**src/rtl/regfile_pkg.sv**
```systemverilog
// Shared defaults and types for the parameterised register file.
package regfile_pkg;
  localparam int DATA_W_DEF  = 32;
  localparam int ADDR_W_DEF  = 5;
  localparam int INIT_R1_DEF = 7;

  typedef logic [DATA_W_DEF-1:0] word_t;
endpackage

```
**src/rtl/regfile_scoreboard.sv**
```systemverilog
// Pending-write scoreboard: one bit per register, set on issue, cleared on
// writeback. A new issue beats a writeback to the same register in one cycle.
module regfile_scoreboard import regfile_pkg::*; #(
  parameter int ADDR_W = ADDR_W_DEF,
  localparam int DEPTH = 1 << ADDR_W
) (
  input  logic              clk,
  input  logic              rst,
  input  logic              we,
  input  logic [ADDR_W-1:0] wr_addr,
  input  logic              iss_valid,
  input  logic [ADDR_W-1:0] iss_addr,
  output logic [DEPTH-1:0]  pend
);
  logic [DEPTH-1:0] pend_nxt;

  // Next pending vector: clear first so a same-register issue overrides it.
  always_comb begin
    pend_nxt = pend;
    if (we) pend_nxt[wr_addr] = 1'b0;
    if (iss_valid && iss_addr != '0) pend_nxt[iss_addr] = 1'b1;
    pend_nxt[0] = 1'b0;
  end

  // Pending state register.
  always_ff @(posedge clk or posedge rst) begin
    if (rst) pend <= '0;
    else     pend <= pend_nxt;
  end
endmodule

```
**src/rtl/regfile_param.sv**
```systemverilog
// Multi-read-port register file with pending-write scoreboard and stall.
// Register 0 is hardwired to zero; register 1 resets to INIT_R1.
// Optional macro REGFILE_BYPASS_EN forwards the in-flight write to any read
// port on the same address and hides that port's busy bit.
module regfile_param import regfile_pkg::*; #(
  parameter int DATA_W  = DATA_W_DEF,
  parameter int ADDR_W  = ADDR_W_DEF,
  parameter int NUM_RD  = 2,            // 2..4 read ports
  parameter int INIT_R1 = INIT_R1_DEF
) (
  input  logic                     clk,
  input  logic                     rst,
  input  logic [NUM_RD-1:0]        rd_en,
  input  logic [NUM_RD*ADDR_W-1:0] rd_addr,
  output logic [NUM_RD*DATA_W-1:0] rd_data,
  output logic [NUM_RD-1:0]        rd_busy,
  input  logic                     we,
  input  logic [ADDR_W-1:0]        wr_addr,
  input  logic [DATA_W-1:0]        wr_data,
  input  logic                     iss_valid,
  input  logic [ADDR_W-1:0]        iss_addr,
  output logic                     stall,
  output logic                     eq,
  output logic [DATA_W-1:0]        outreg
);
  localparam int DEPTH = 1 << ADDR_W;

  logic [DEPTH-1:0][DATA_W-1:0]  mem;
  logic [DEPTH-1:0]              pend;
  logic [NUM_RD-1:0][ADDR_W-1:0] addr_v;
  logic [NUM_RD-1:0][DATA_W-1:0] rd_word;

  assign addr_v  = rd_addr;
  assign rd_data = rd_word;

  // Storage: reset wins over any concurrent write; address 0 never written.
  always_ff @(posedge clk or posedge rst) begin
    if (rst) begin
      for (int k = 0; k < DEPTH; k++)
        mem[k] <= (k == 1) ? DATA_W'(INIT_R1) : '0;
    end else if (we && wr_addr != '0) begin
      mem[wr_addr] <= wr_data;
    end
  end

  regfile_scoreboard #(.ADDR_W(ADDR_W)) u_sb (
    .clk       (clk),
    .rst       (rst),
    .we        (we),
    .wr_addr   (wr_addr),
    .iss_valid (iss_valid),
    .iss_addr  (iss_addr),
    .pend      (pend)
  );

  // Per-port combinational read and busy lookup.
  for (genvar i = 0; i < NUM_RD; i++) begin : g_rd
    logic [DATA_W-1:0] stored;
    assign stored = (addr_v[i] == '0) ? '0 : mem[addr_v[i]];
`ifdef REGFILE_BYPASS_EN
    logic hit;
    assign hit        = we && (wr_addr == addr_v[i]) && (addr_v[i] != '0);
    assign rd_word[i] = hit ? wr_data : stored;
    assign rd_busy[i] = pend[addr_v[i]] & ~hit;
`else
    assign rd_word[i] = stored;
    assign rd_busy[i] = pend[addr_v[i]];
`endif
  end

  assign stall  = |(rd_en & rd_busy);
  assign eq     = (rd_word[0] == rd_word[1]);
  assign outreg = mem[1];
endmodule

```
**config.mk**
```make
export PLATFORM = sky130hd
export DESIGN_NAME = regfile_param
export DESIGN_NICKNAME = d
export VERILOG_FILES = /design/src/rtl/regfile_pkg.sv /design/src/rtl/regfile_scoreboard.sv /design/src/rtl/regfile_param.sv
export SDC_FILE = /design/constraint.sdc
export NUM_CORES = 2
export LEC_CHECK = 0
export CORE_ASPECT_RATIO = 0.5
export CORE_MARGIN = 2
export CORE_UTILIZATION = 56
export CTS_CLUSTER_DIAMETER = 30
export DETAILED_ROUTE_END_ITERATION = 8
export HOLD_SLACK_MARGIN = 0.05
export PLACE_DENSITY = 0.78
export SYNTH_ARGS = -nofsm -noshare
export SYNTH_HDL_FRONTEND = slang
export SYNTH_SLANG_ARGS = --single-unit
```
**constraint.sdc**
```tcl
create_clock -name clk -period 41.8 [get_ports clk]
set_input_delay 10.45 -clock clk [delete_from_list [all_inputs] [get_ports clk]]
set_output_delay 10.45 -clock clk [all_outputs]
set_load 0.05 [all_outputs]
```
==> impl_metrics.py <==
metrics = {
    "status": {
        "outcome": "finished, final reports clean",
    },
    "routing": {
        "wl_met1_mm": 65.4,
        "drc": 0,
        "routed_wl_mm": 175,
        "vias_per_cell": 7.25,
        "antenna_left": 0,
        "route.met2.wl_mm": 78.4,
        "first_pass_iters": 7,
        "dr.first_iter.drc_count": 4901,
        "wl_per_cell_um": 33.9,
        "wl_met3_mm": 22.9,
        "highest_layer": "met4",
        "vias": 37417,
    },
    "grt": {
        "grt_max_degree": 187,
        "grt_pass1_vias": 38015,
        "grt_antenna_before_repair": 13,
        "grt_usage": 0.347,
        "grt_pass1_wl_mm": 258,
        "grt-ovfl-total": 0,
    },
    "logic_synthesis": {
        "synth_edf_count": 0,
        "ys_seq_elements": 1041,
        "yosys.area_share.xor_xnor": 0.00471,
        "synth_area_per_cell_um2": 14.9,
        "syn-num-nets": 3811,
        "yosysSeqAreaShare": 0.467,
        "syn_inst": 3753,
        "yosys_warnings": 0,
        "netlist_area_um2": 55700,
        "synth_top_family_by_area": "multiplexers",
        "synthAdderAreaFrac": 0,
        "synth-simple-area-share": 0.0269,
        "async_reset_ff_frac": 1.00,
        "synth_mux_area_frac": 0.417,
        "synth_ff_type": "dfrtp_1",
        "synth_compound_area_frac": 0.0460,
        "synth.distinct_cells": 62,
    },
    "flow_run": {
        "cap_viol_max_count": 0,
    },
    "place": {
        "io_buffers": 157,
        "gp_congestion": 0.869,
        "place.detailed.hpwl_mm": 100,
        "pre_cts_ws_ns": 15.28,
    },
    "pwr": {
        "vdd_drop_max_v": 0.0000448,
        "p_total_mw": 3.40,
        "p_leak_nw": 26.8,
        "power_density_nw_per_um2": 53.9,
    },
    "floorplan": {
        "dieArea_um2": 102000,
        "die_h_um": 227,
        "start_util": 0.568,
        "core_area_um2": 98200,
        "rows": 81,
        "ioPinCount": 158,
        "die_w_um": 450,
    },
    "clock_tree": {
        "post_cts_buffers": 0,
        "clock_sinks": 1041,
        "ctsResizeCount": 0,
        "htree_levels": 4,
        "cts_inserted_buffers": 145,
        "cts_root_buf": "clkbuf_16",
        "cts_tree": "yes",
        "clock_latency_ns": 0.75,
        "path_clk_slew_ns": 0.05,
        "holdBufCountCts": 0,
        "clockBufferDepth": 3,
    },
    "timing": {
        "skew_ns": 0,
        "slew-limit-headroom": 0.160,
        "finalSetupViolations": 0,
        "timing.fmax_mhz": 37.4,
        "fin_crit_ns": 26.72,
        "rsz0062_at_grt": "false",
        "drv_slew": 0,
        "tightestPinTransition_ns": 1.26,
        "fin_crit_sh": 0.639,
        "hold_viol_final": 0,
        "setup_tns_ns": 0,
        "setup_ws_ns": 15.08,
    },
    "setup_path": {
        "cp-start-kind": "input port",
        "path_cells": "buf_6 -> buf_4 -> buf_4 -> nor2b_4 -> buf_4 -> a22oi_1 -> a311oi_1 -> xor2_1 -> a2111oi_2 -> nand4_1 -> nor4_2 -> clkdlybuf4s50_1",
        "cp_slowest_cell": "clkdlybuf4s50_1",
        "critPathMaxFanout": 58,
        "cp.arrival_ns": 16.27,
        "critical_path.max_stage_delay_ns": 0.90,
        "critical_path_class": "in2out",
        "crit_top_cell": "buf_4",
        "critPathRequiredTime_ns": 31.35,
        "crit_path_end_kind": "primary output",
    },
    "final_layout": {
        "fill_cells": 6707,
        "syn2layout_area_growth_pct": 13.2,
        "layout_common_cells": "dfrtp_1 (1038), mux2_2 (1035), mux4_2 (480)",
        "layout-drive-gt1-share": 0.506,
        "nets": 3762,
        "final_common_cell": "dfrtp_1",
    },
    "worst_hold_path": {
        "hp-class": "reg2reg",
    },
}
cell type report:
type,count,area [um2],share of cell area
multi-input combinational,2269,27800,0.440
sequential,1041,26100,0.413
clock buffer,181,4160,0.0659
timing repair buffer,242,2250,0.0357
tap,1328,1660,0.0263
clock inverter,88,1150,0.0183
inverter,5,26.3,0.000416
antenna,9,22.5,0.000357
metal layers:
metal	vias to the layer above	track usage
met2	2649	0.519
met1	19764	0.469
met4	0	0.169
met3	554	0.106
met5	-	0
li1	14450	-
final timing paths:
path / start / end / slack [ns] / depth (start not counted)
hold reg to reg: mem[11] / mem[11] / 0.37 / 0
min in group asynchronous: rst / mem[405] / 10.31 / 2
setup reg to reg: outreg[20] / outreg[20] / 40.83 / 1
max in group asynchronous: rst / mem[108] / 28.15 / 5
hold / removal: mem[11] / mem[11] / 0.37 / 0
setup / recovery: rd_addr[2] / eq / 15.08 / 12
critical path, delay by kind of cell:
kind                      cells  cell delay, ns
buffers and inverters         5            3.31
AOI/OAI and AO/OA             3            1.02
and+or+nand+nor               3            1.24
xor gates and xnor gates      1            0.15
state kept, by name, indices dropped and copies added, names as in the netlist:
| name | flops |
|---|---|
| outreg | 32 |
| u_sb.pend | 31 |
| mem | 978 |
kinds of logic after synthesis:
family / Yosys count
buffers and inverters: 443
AND/OR/NAND/NOR: 309
XOR/XNOR: 30
flip-flops: 1041
AO/OA/AOI/OAI: 338
multiplexers: 1592
synth_stat cells, types with 15 or more instances:
cell      count  area [um2]
dfrtp_1    1038       26000
mux2_2     1035       11700
mux4_2      480       10800
clkbuf_1    235         882
nand2_1     121         454
a22oi_1     101         758
mux2i_1      75         751
buf_4        71         533
buf_2        66         330
o21ai_0      54         270
nor2_1       52         195
buf_1        50         188
nand3_1      37         185
a221oi_1     26         228
a22o_1       25         219
a221o_1      18         180
a31oi_1      18         113
and2_1       18         113
xor2_1       17         149
a21oi_1      15        75.1
buf_6        15         169
power breakdown:
| part | switching, mW | internal (mW) |
|---|---|---|
| sequential | 0.151 | 1.20 |
| combinational | 0.320 | 0.385 |
| clock | 0.491 | 0.847 |
| total | 0.963 | 2.44 |
per-stage QoR:
stage | utilization | cells | hold WS [ns] | cell area [um2]
after global routing | 0.643 | 5161 | 0.384 | 63100
final | 0.643 | 5163 | 0.373 | 63100
after global placement | 0.588 | 4885 | 0.361 | 57800
after floorplan | - | 3753 | 0.425 | 55700
after CTS | 0.642 | 5154 | 0.376 | 63100
after detailed placement | 0.588 | 4885 | 0.363 | 57800
(Power assumes the default switching activity.)
